`src/rtl/full_adder_cell.sv`:
```
// Single-bit full adder with a combinational result, a registered copy of
// that result, and a saturating count of valid operations that produce a carry.
module full_adder_cell #(
  parameter int unsigned CNT_W = 8
) (
  input  logic             clk,
  input  logic             rst,
  input  logic             a,
  input  logic             b,
  input  logic             c_in,
  input  logic             in_valid,
  output logic             sum,
  output logic             c_out,
  output logic             sum_q,
  output logic             c_out_q,
  output logic             valid_q,
  output logic [CNT_W-1:0] carry_cnt
);

  logic             sum_d;
  logic             c_out_d;
  logic             valid_d;
  logic [CNT_W-1:0] cnt_q;
  logic [CNT_W-1:0] cnt_d;

  always_comb begin
    sum   = a ^ b ^ c_in;
    c_out = (a & b) | (a & c_in) | (b & c_in);
  end

  always_comb begin
    sum_d   = sum;
    c_out_d = c_out;
    valid_d = in_valid;
    cnt_d   = cnt_q;
    // Hold at all-ones rather than wrapping; saturation is silent.
    if (in_valid && c_out && (cnt_q != '1)) begin
      cnt_d = cnt_q + CNT_W'(1);
    end
  end

  always_ff @(posedge clk or posedge rst) begin
    if (rst) begin
      sum_q   <= 1'b0;
      c_out_q <= 1'b0;
      valid_q <= 1'b0;
      cnt_q   <= '0;
    end else begin
      sum_q   <= sum_d;
      c_out_q <= c_out_d;
      valid_q <= valid_d;
      cnt_q   <= cnt_d;
    end
  end

  assign carry_cnt = cnt_q;

endmodule

```
`config.mk`:
```
export PLATFORM = sky130hd
export DESIGN_NAME = full_adder_cell
export DESIGN_NICKNAME = d
export VERILOG_FILES = /design/src/rtl/full_adder_cell.sv
export SDC_FILE = /design/constraint.sdc
export NUM_CORES = 1
export LEC_CHECK = 0
export BUFFER_PORTS_ARGS = -buffer_cell sky130_fd_sc_hd__buf_2
export CORE_AREA = 3 3 40 42
export CTS_CLUSTER_DIAMETER = 100
export DETAILED_ROUTE_END_ITERATION = 16
export DIE_AREA = 0 0 43 45
export HOLD_SLACK_MARGIN = 0.15
export PLACE_DENSITY = 0.67
export SKIP_LAST_GASP = 1
export SYNTH_ARGS = -nofsm -noshare
export SYNTH_HDL_FRONTEND = slang
export SYNTH_SLANG_ARGS = --single-unit
```
`constraint.sdc`:
```
create_clock -name clk -period 1.91 [get_ports clk]
set_input_delay 0.191 -clock clk [delete_from_list [all_inputs] [get_ports clk]]
set_output_delay 0.191 -clock clk [all_outputs]
set_load 0.005 [all_outputs]
```
==> results list, run 1 <==
- Once layout is done, the placed cells without fillers occupy 644.4 um2.
- Comb power frac: 31.1%
* Largest incremental delay on the critical path: roughly 400 ps
- Syn nets: 46
- Yosys attributes the largest share of cell area to sky130_fd_sc_hd__dfrtp_1 56%, sky130_fd_sc_hd__o311ai_4 5.4%, sky130_fd_sc_hd__xor2_1 5.4%, sky130_fd_sc_hd__fa_1 4.1%, sky130_fd_sc_hd__a21oi_1 3.1%.
* Maximum number of pins on one net before global-route repair: 12
- GP Congestion: 0.6551
- Maximum fanout along the worst path: 5
- Final routed wire length divided by cell count: 11.62 um
* Number of standard cells in the layout, taps in and fillers out: 77
- Cells with a size suffix above 1 make up 38.71% of the layout.
- Via density per instance: between 4 and 5
- Floorplan die width: 43 um
* Slowest cell on the critical path: sky130_fd_sc_hd__dfrtp_1
- After global routing, the most crowded layer is met2.
- Number of distinct standard cells referenced by the synthesized netlist: 20
- Initial DRT Pass Iterations: 2
- Total Die Area: roughly 1900 um2
* Yosys warning total: 0
* Summed instance area of the synthesized netlist: 489.2 um2
- In this run the clock root is driven by a sky130_fd_sc_hd__clkbuf_4.
* Count of maximum capacitance violations: 0
- The total area inside the core boundary comes to 1285 um2.
- Number of global-route vias before repair: 347
* ANT nets after route: 0
* Leakage dissipation: 0.0003333 uW
- WS Path Type: register to register
- Instance area after placement: ~600 um2
- VDD sags by at most 0.0006172 V.
* Post-layout net count: 71
- Total vias in the final route: approximately 370
- Of the total power, registers draw 49.1%.
- Pin placement for this block handled 19 I/O pins.
* Arrival time worst endpoint: 1650 ps
- In this design, the largest share of critical-path delay is due to flip-flops.
- The worst setup path is launched from a register.
- In this run the core area contains 13 standard-cell rows.
* Mean instance size in the synthesized netlist: 12.87 um2
- Global-route met3 utilization: under 10%
* TritonCTS clock tree: done
* Cell type with the highest aggregate area in the netlist: sky130_fd_sc_hd__dfrtp_1
- The share of the Yosys chip area taken by registers is 56.27%.
- Post-CTS setup-driven buffer insertion count: 0
- Cell Int Power: 510.0 uW
- For this block, the routed nets add up to 895 um of wire.
- Static timing analysis puts the maximum clock frequency at between 0.6 and 0.7 GHz.
* Layout overhead on the synthesized area: 31.71%
- The clock network burns 19.8% of the power.
* Setup TNS after final layout: 0 ps
* Max clock buf depth: 2
- Final setup viols: 0
* Cell breakdown of the critical path: ha_1 > nand2_1 > o311ai_4 > mux2_4
- Setup repair after global routing left no endpoint under its margin.
- Overall fraction of global-route tracks in use: 10.89%
* Share of Yosys cell area claimed by the top area cell type: 56.27%
- The count of buffers added on input and output ports is 18.
* Power Density: roughly 1200 nW/um2
- The number of antenna violations at the first check in global routing came to 0.
- For the final database, setup skew stands at 2.396 ps.
* CP bufs+invs: 0
- Counting flops and latches in the post-synthesis netlist gives 11.
- Top library cells by usage in the layout, fill and taps aside: 18 x sky130_fd_sc_hd__buf_2, 11 x sky130_fd_sc_hd__dfrtp_1
* Syn Inst Count: 38
- Clock tree synthesis inserted a total of 3 buffers.
- CP required: 2060 ps
* Switching power: around 260 uW
- Initial standard-cell utilization of the core: 38.07%
- Inserted Diodes: 0
- Final HPWL from detailed placement: roughly 700 um
- Final slew viol count: 0
* Cell count after placement: 71
- Iter 0 DRT Violations: 2
- Clock latency on the worst-skew pair, taken at its later pin, is around 260 ps.
- Run status: complete, no violations
* Post-layout min period: around 1500 ps
- # DRC: 0
- Type of the worst min-delay path: input port to register
* Sum of overflow across all layers after global routing: 0
- GRT met2 Usage: about 16%
- Leading cell type in the layout, fill and taps excluded: sky130_fd_sc_hd__buf_2
* Number of levels the H-tree was split into: 1
- From bottom edge to top edge, the die measures 45 um.
- Number of fill cells in the layout: 124
- For the pin with the worst max-slew slack, the measured transition is a little over 400 ps.
- Of the available clock period, the critical path in the final layout requires 78.32%.
- Endpoint type of the worst setup path: register
* Worst slew margin: 73.07%
- Clk pin slew, worst setup/hold paths: 70 ps
* Proportion of total power due to net switching: 33.94%
- The final count of hold timing violations is 0.
- Counting every sink on the clock net gives 11.
* Met1 routing resource usage after global routing: 13.78%
* First-pass GRT wire length: ~1500 um
## Yosys cell counts
cell,n
sky130_fd_sc_hd__dfrtp_1,11
sky130_fd_sc_hd__a21oi_1,3
sky130_fd_sc_hd__nand2_1,3
sky130_fd_sc_hd__xor2_1,3
sky130_fd_sc_hd__a31oi_1,2
sky130_fd_sc_hd__nor2_1,2
sky130_fd_sc_hd__and3_1,1
sky130_fd_sc_hd__and4_1,1
sky130_fd_sc_hd__fa_1,1
sky130_fd_sc_hd__ha_1,1
sky130_fd_sc_hd__inv_1,1
sky130_fd_sc_hd__mux2_4,1
sky130_fd_sc_hd__nand3_1,1
sky130_fd_sc_hd__nand3_2,1
sky130_fd_sc_hd__nor2b_1,1
sky130_fd_sc_hd__nor3_1,1
sky130_fd_sc_hd__nor4_1,1
sky130_fd_sc_hd__o21a_1,1
sky130_fd_sc_hd__o311ai_4,1
sky130_fd_sc_hd__xnor2_1,1
## final timing paths
| kind | start | end | slack, ps | cells past startpoint |
|---|---|---|---|---|
| setup / recovery | carry_cnt[0] | carry_cnt[1] | 410 | 4 |
| hold reg to reg | carry_cnt[0] | carry_cnt[0] | 520 | 1 |
| min in group asynchronous | rst | carry_cnt[6] | 450 | 3 |
| hold / removal | c_in | sum_q | 210 | 2 |
| max in group asynchronous | rst | carry_cnt[0] | 1170 | 3 |
| setup reg to reg | carry_cnt[0] | carry_cnt[1] | 410 | 4 |
## sequential cells by signal (all words and copies together), names as in the netlist
register / flops
carry_cnt: 8
c_out_q: 1
sum_q: 1
valid_q: 1
## area by class of cell
| class | count | area, um2 | share of cell area, % |
|---|---|---|---|
| Sequential cell | 11 | 275.3 | 42.72 |
| Multi-Input combinational cell | 26 | 210.2 | 32.62 |
| Timing Repair Buffer | 20 | 110.1 | 17.09 |
| Clock buffer | 4 | 26.28 | 4.078 |
| Tap cell | 15 | 18.77 | 2.913 |
| Inverter | 1 | 3.754 | 0.5825 |
## worst register-to-register path: stages, from the launching register on
cell	delay, ps
sky130_fd_sc_hd__dfrtp_1	400
sky130_fd_sc_hd__ha_1	200
sky130_fd_sc_hd__nand2_1	90
sky130_fd_sc_hd__o311ai_4	370
sky130_fd_sc_hd__mux2_4	340
## kinds of logic after synthesis
| family | after synthesis | synth area share, % |
|---|---|---|
| AO/OA/AOI/OAI | 7 | 12.53 |
| buffers and inverters | 1 | 0.7665 |
| multiplexers | 1 | 3.068 |
| AND/OR/NAND/NOR | 12 | 13.56 |
| XOR/XNOR | 4 | 7.162 |
| flip-flops | 11 | 56.27 |
| adder cells (fa/ha/maj) | 2 | 6.649 |
## power groups by stage
stage               clock network [uW]  registers [uW]  logic, uW
floorplan                            0             382        131
global placement                     0             383        237
detailed placement                   0             383        239
CTS                                160             380        244
global route                       176             393        268
finish                             153             379        240
## metal layers
layer | vias up | share of wire [%] | wire (um)
met5 | - | 0 | 0
met4 | 0 | 1.8 | 16
met3 | 2 | 8.2 | 73
met2 | 15 | 47 | 417
met1 | 174 | 43 | 387
li1 | 182 | - | -
## per-stage QoR
step / power [uW] / hold slack, ps / utilization, % / setup WS [ps]
2_1_floorplan: 513.1 / 43.44 / - / 454.2
3_3_place_gp: 619.7 / 200.3 / 46.54 / 308.0
3_5_place_dp: 621.4 / 202.2 / 46.54 / 285.5
4_1_cts: 783.9 / 211.7 / 50.15 / 398.6
5_1_grt: 836.7 / 209.0 / 50.15 / 329.3
6_report: 772.0 / 213.3 / 50.15 / 414.0
## what timing repair did
action | 4_1_cts | 5_1_grt
endpoints found under the setup margin | 0 | 0
hold buffers | 2 | 0
hold endpoints to repair | 12 | 0
gates resized for setup | 0 | 0
Power figures use the tool's default switching activity.
==> inputs of run 2 (changes only) <==
Settings changed: ABC_AREA set to 1, CORE_AREA 3 3 40 42 to not set, CORE_MARGIN set to 3, CORE_UTILIZATION set to 43, DIE_AREA 0 0 43 45 to not set, PLACE_DENSITY 0.67 to 0.76.
Clock period 1.91 ns to 1.3 ns, I/O delays scaled along.
==> run 2 against run 1 <==
Net effect:
- combinational power up 62%
- largest cell class is now multi-input gates
- synthesized cell count up 84%
- die area down 3.1%
==> results list, run 2 <==
- The placement row count came to 12 (-1).
- Startpoint class of the critical path: register
- Top library cells by usage in the layout, fill and taps aside: 25 x sky130_fd_sc_hd__nand2_1, 18 x sky130_fd_sc_hd__buf_2, 11 x sky130_fd_sc_hd__dfrtp_1
- Iter 0 DRT Violations: 1 (-1)
- Initial DRT Pass Iterations: 3 (+1)
* Power Density: 1423 nW/um2 (+19%)
- Post-placement worst setup slack: -1.214 ps (-286.7 ps)
- Worst VDD drop: 0.0007558 V (+22%)
* Slew at the pin closest to its max-slew limit: 413.0 ps (+9.513 ps)
- CTS placed an instance of sky130_fd_sc_hd__clkbuf_4 at the clock tree root.
* Yosys warning total: 0 (unchanged)
- Async S/R FF share, synth: 100.0% (unchanged)
* TritonCTS clock tree: done
* Total Die Area: 1874 um2 (-3.1%)
* Maximum number of pins on one net before global-route repair: 12 (unchanged)
- Sum of overflow across all layers after global routing: 0 (unchanged)
- The count of pins over their slew limit was 0 (unchanged).
- Count of maximum capacitance violations: 0 (unchanged)
- Clock sink total: 11 (unchanged)
* Final HPWL from detailed placement: 950.2 um (+36%)
- Inserted Diodes: 0 (unchanged)
- The via total after detailed routing was 511 (+37%).
- Worst clock skew: 1.257 ps (-1.139 ps)
- Leading cell type in the layout, fill and taps excluded: sky130_fd_sc_hd__nand2_1
* GP Congestion: 0.7429 (+13%)
- Fraction of the cycle the final worst path needs: 91.41% (+13 points)
- Post-layout net count: 106 (+49%)
- The proportion of synthesized chip area in sequential cells came to 46.03% (-10 points).
- Core region area: 1201 um2 (-6.5%)
* Clk pin slew, worst setup/hold paths: 70 ps (about the same)
* Type of the worst min-delay path: input port to register
- The gate count after technology mapping came to 70 (+84%).
- The total power after layout was 1105 uW (+43%).
* # DRC: 0 (unchanged)
- The wire length after detailed routing is 1156 um (+29%).
- Die height: 43.30 um (-3.8%)
- Antenna violations before repair: 0 (unchanged)
- The headroom to the max-slew limit was 72.43% (-0.63 points).
- Post-layout min period: 1188 ps (-307.6 ps)
* Summed instance area of the synthesized netlist: 598.1 um2 (+22%)
* Maximum fanout along the worst path: 7 (+2)
* Number of global-route vias before repair: 472 (+36%)
* Via density per instance: 4.604 (-5.0%)
- The H-tree depth is 1 (unchanged).
- The required time reported for the critical path endpoint came to 1460 ps (-600 ps).
- Floorplan die width: 43.30 um (+0.69%)
- Initial standard-cell utilization of the core: 49.79% (+12 points)
- Post-route worst setup slack: 111.6 ps (-302.4 ps)
- Leakage dissipation: 0.0004083 uW (+23%)
* Arrival time worst endpoint: 1350 ps (-300 ps)
- Ports: 19 (unchanged)
- Seq cells post-synth: 11 (unchanged)
- First-pass GRT wire length: 1945 um (+29%)
- Number of enable-type register cells in the synthesized netlist: 0 (unchanged)
* Primary flip-flop cell chosen by synthesis mapping: sky130_fd_sc_hd__dfrtp_1
- The clock tree buffer depth was 2 (unchanged).
* WS Path Type: register to register
* Run status: complete, no violations
* Most used standard cells in the synthesized netlist: 25 x sky130_fd_sc_hd__nand2_1, 11 x sky130_fd_sc_hd__dfrtp_1, 8 x sky130_fd_sc_hd__inv_1, 5 x sky130_fd_sc_hd__nor2_1, 4 x sky130_fd_sc_hd__nand3_1
* ANT nets after route: 0 (unchanged)
* Cell type with the highest aggregate area in the netlist: sky130_fd_sc_hd__dfrtp_1
* Total CTS buffers: 3 (unchanged)
- The final count of hold timing violations was 0 (unchanged).
- The proportion of netlist area held by the largest area contributor is 46.03% (-10 points).
- The final-layout worst hold slack came to 172.9 ps (-40.31 ps).
- Final routed wire length divided by cell count: 10.41 um (-10%)
* Achievable frequency: 0.8415 GHz (+26%)
- Setup repair after global routing left no endpoint under its margin.
* Endpoint type of the worst setup path: register
* Clock latency at the later pin of the worst-skew pair: 260 ps (about the same)
* Total of buffers placed on input and output ports: 18 (unchanged)
* Overall fraction of global-route tracks in use: 14.03% (+3.1 points)
- Final setup viols: 0 (unchanged)
- Mean instance size in the synthesized netlist: 8.544 um2 (-34%)
- Syn nets: 78 (+70%)
- The share of final-layout standard cells stronger than drive strength 1 is 36.08% (-2.6 points).
- Ranked by total cell area, the synthesized netlist is headed by sky130_fd_sc_hd__dfrtp_1 46%, sky130_fd_sc_hd__nand2_1 16%, sky130_fd_sc_hd__inv_1 5.0%, sky130_fd_sc_hd__nor2_4 3.8%, sky130_fd_sc_hd__fa_1 3.3%.
* Most common cell in the synthesized netlist: sky130_fd_sc_hd__nand2_1
* Number of flip-flops in the largest register: 8 (unchanged)
* Layout overhead on the synthesized area: 29.92%
- Number of distinct standard cells referenced by the synthesized netlist: 18 (-10%)
==> run 2: logic make-up (layout without fill, tap and decap cells) <==
kind of cell / after synthesis / count (layout) / share of synthesized area, %
adders and majority gates: 2 / 2 / 5.439
AOI/OAI and AO/OA: 3 / 3 / 3.137
buffers and inverters: 10 / 37 / 7.113
DFF: 11 / 11 / 46.02
and+or+nand+nor: 42 / 42 / 35.36
xor gates and xnor gates: 2 / 2 / 2.929
==> run 2: area by class of cell <==
| cell class | count | area [um2] |
|---|---|---|
| clock buffer | 4 | 26.28 |
| fill | 117 | 424.2 |
| inverter | 10 | 42.54 |
| multi-input combinational | 49 | 282.8 |
| sequential | 11 | 275.3 |
| tap | 14 | 17.52 |
| timing repair buffer | 23 | 132.6 |
==> run 2: per-layer routing <==
metal	global-route usage, %	share of wire, %	vias up
li1	-	-	267
met2	25.07	49	10
met5	0	0	-
met1	16.15	44	232
met4	5.422	1.1	0
met3	2.542	5.3	2
==> run 2: worst paths after layout <==
check,startpoint,endpoint,slack (ps),cells after the start
worst max register to register,carry_cnt[1],carry_cnt[4],110,8
max in group asynchronous,rst,carry_cnt[6],630,3
min in group asynchronous,rst,carry_cnt[3],390,3
worst min register to register,carry_cnt[7],carry_cnt[7],500,2
worst min-delay path,c_in,sum_q,170,2
worst max-delay path,carry_cnt[1],carry_cnt[4],110,8
==> run 2: critical path, cell delays in order, from the launching register on <==
cell	delay [ps]
sky130_fd_sc_hd__dfrtp_1	360
sky130_fd_sc_hd__ha_2	210
sky130_fd_sc_hd__nand2_2	80
sky130_fd_sc_hd__nor2_4	120
sky130_fd_sc_hd__nand2_4	90
sky130_fd_sc_hd__nand2_8	90
sky130_fd_sc_hd__inv_4	40
sky130_fd_sc_hd__nand2_1	50
sky130_fd_sc_hd__nand2_1	50
==> run 2: metrics by stage <==
step	cell area [um2]	util (%)	std cells	setup TNS [ps]
after floorplan	598.1	-	70	0
after global placement	728.2	60.62	105	0
after detailed placement	728.2	60.62	105	-1.214
after CTS	774.5	64.48	111	0
after global routing	777.0	64.69	111	0
final	777.0	64.69	111	0
==> run 2: timing repair <==
action                                  in CTS  in global routing
hold buffers                                 2                  0
gates resized for setup                      0                  1
buffers inserted                             0                  0
endpoints found under the setup margin       0                  2
endpoints found under the hold margin       12                  0
==> run 2: power breakdown <==
part           internal [uW]  switching [uW]
registers                414            70.7
logic                    195             192
clock network            119             115
total                    728             378
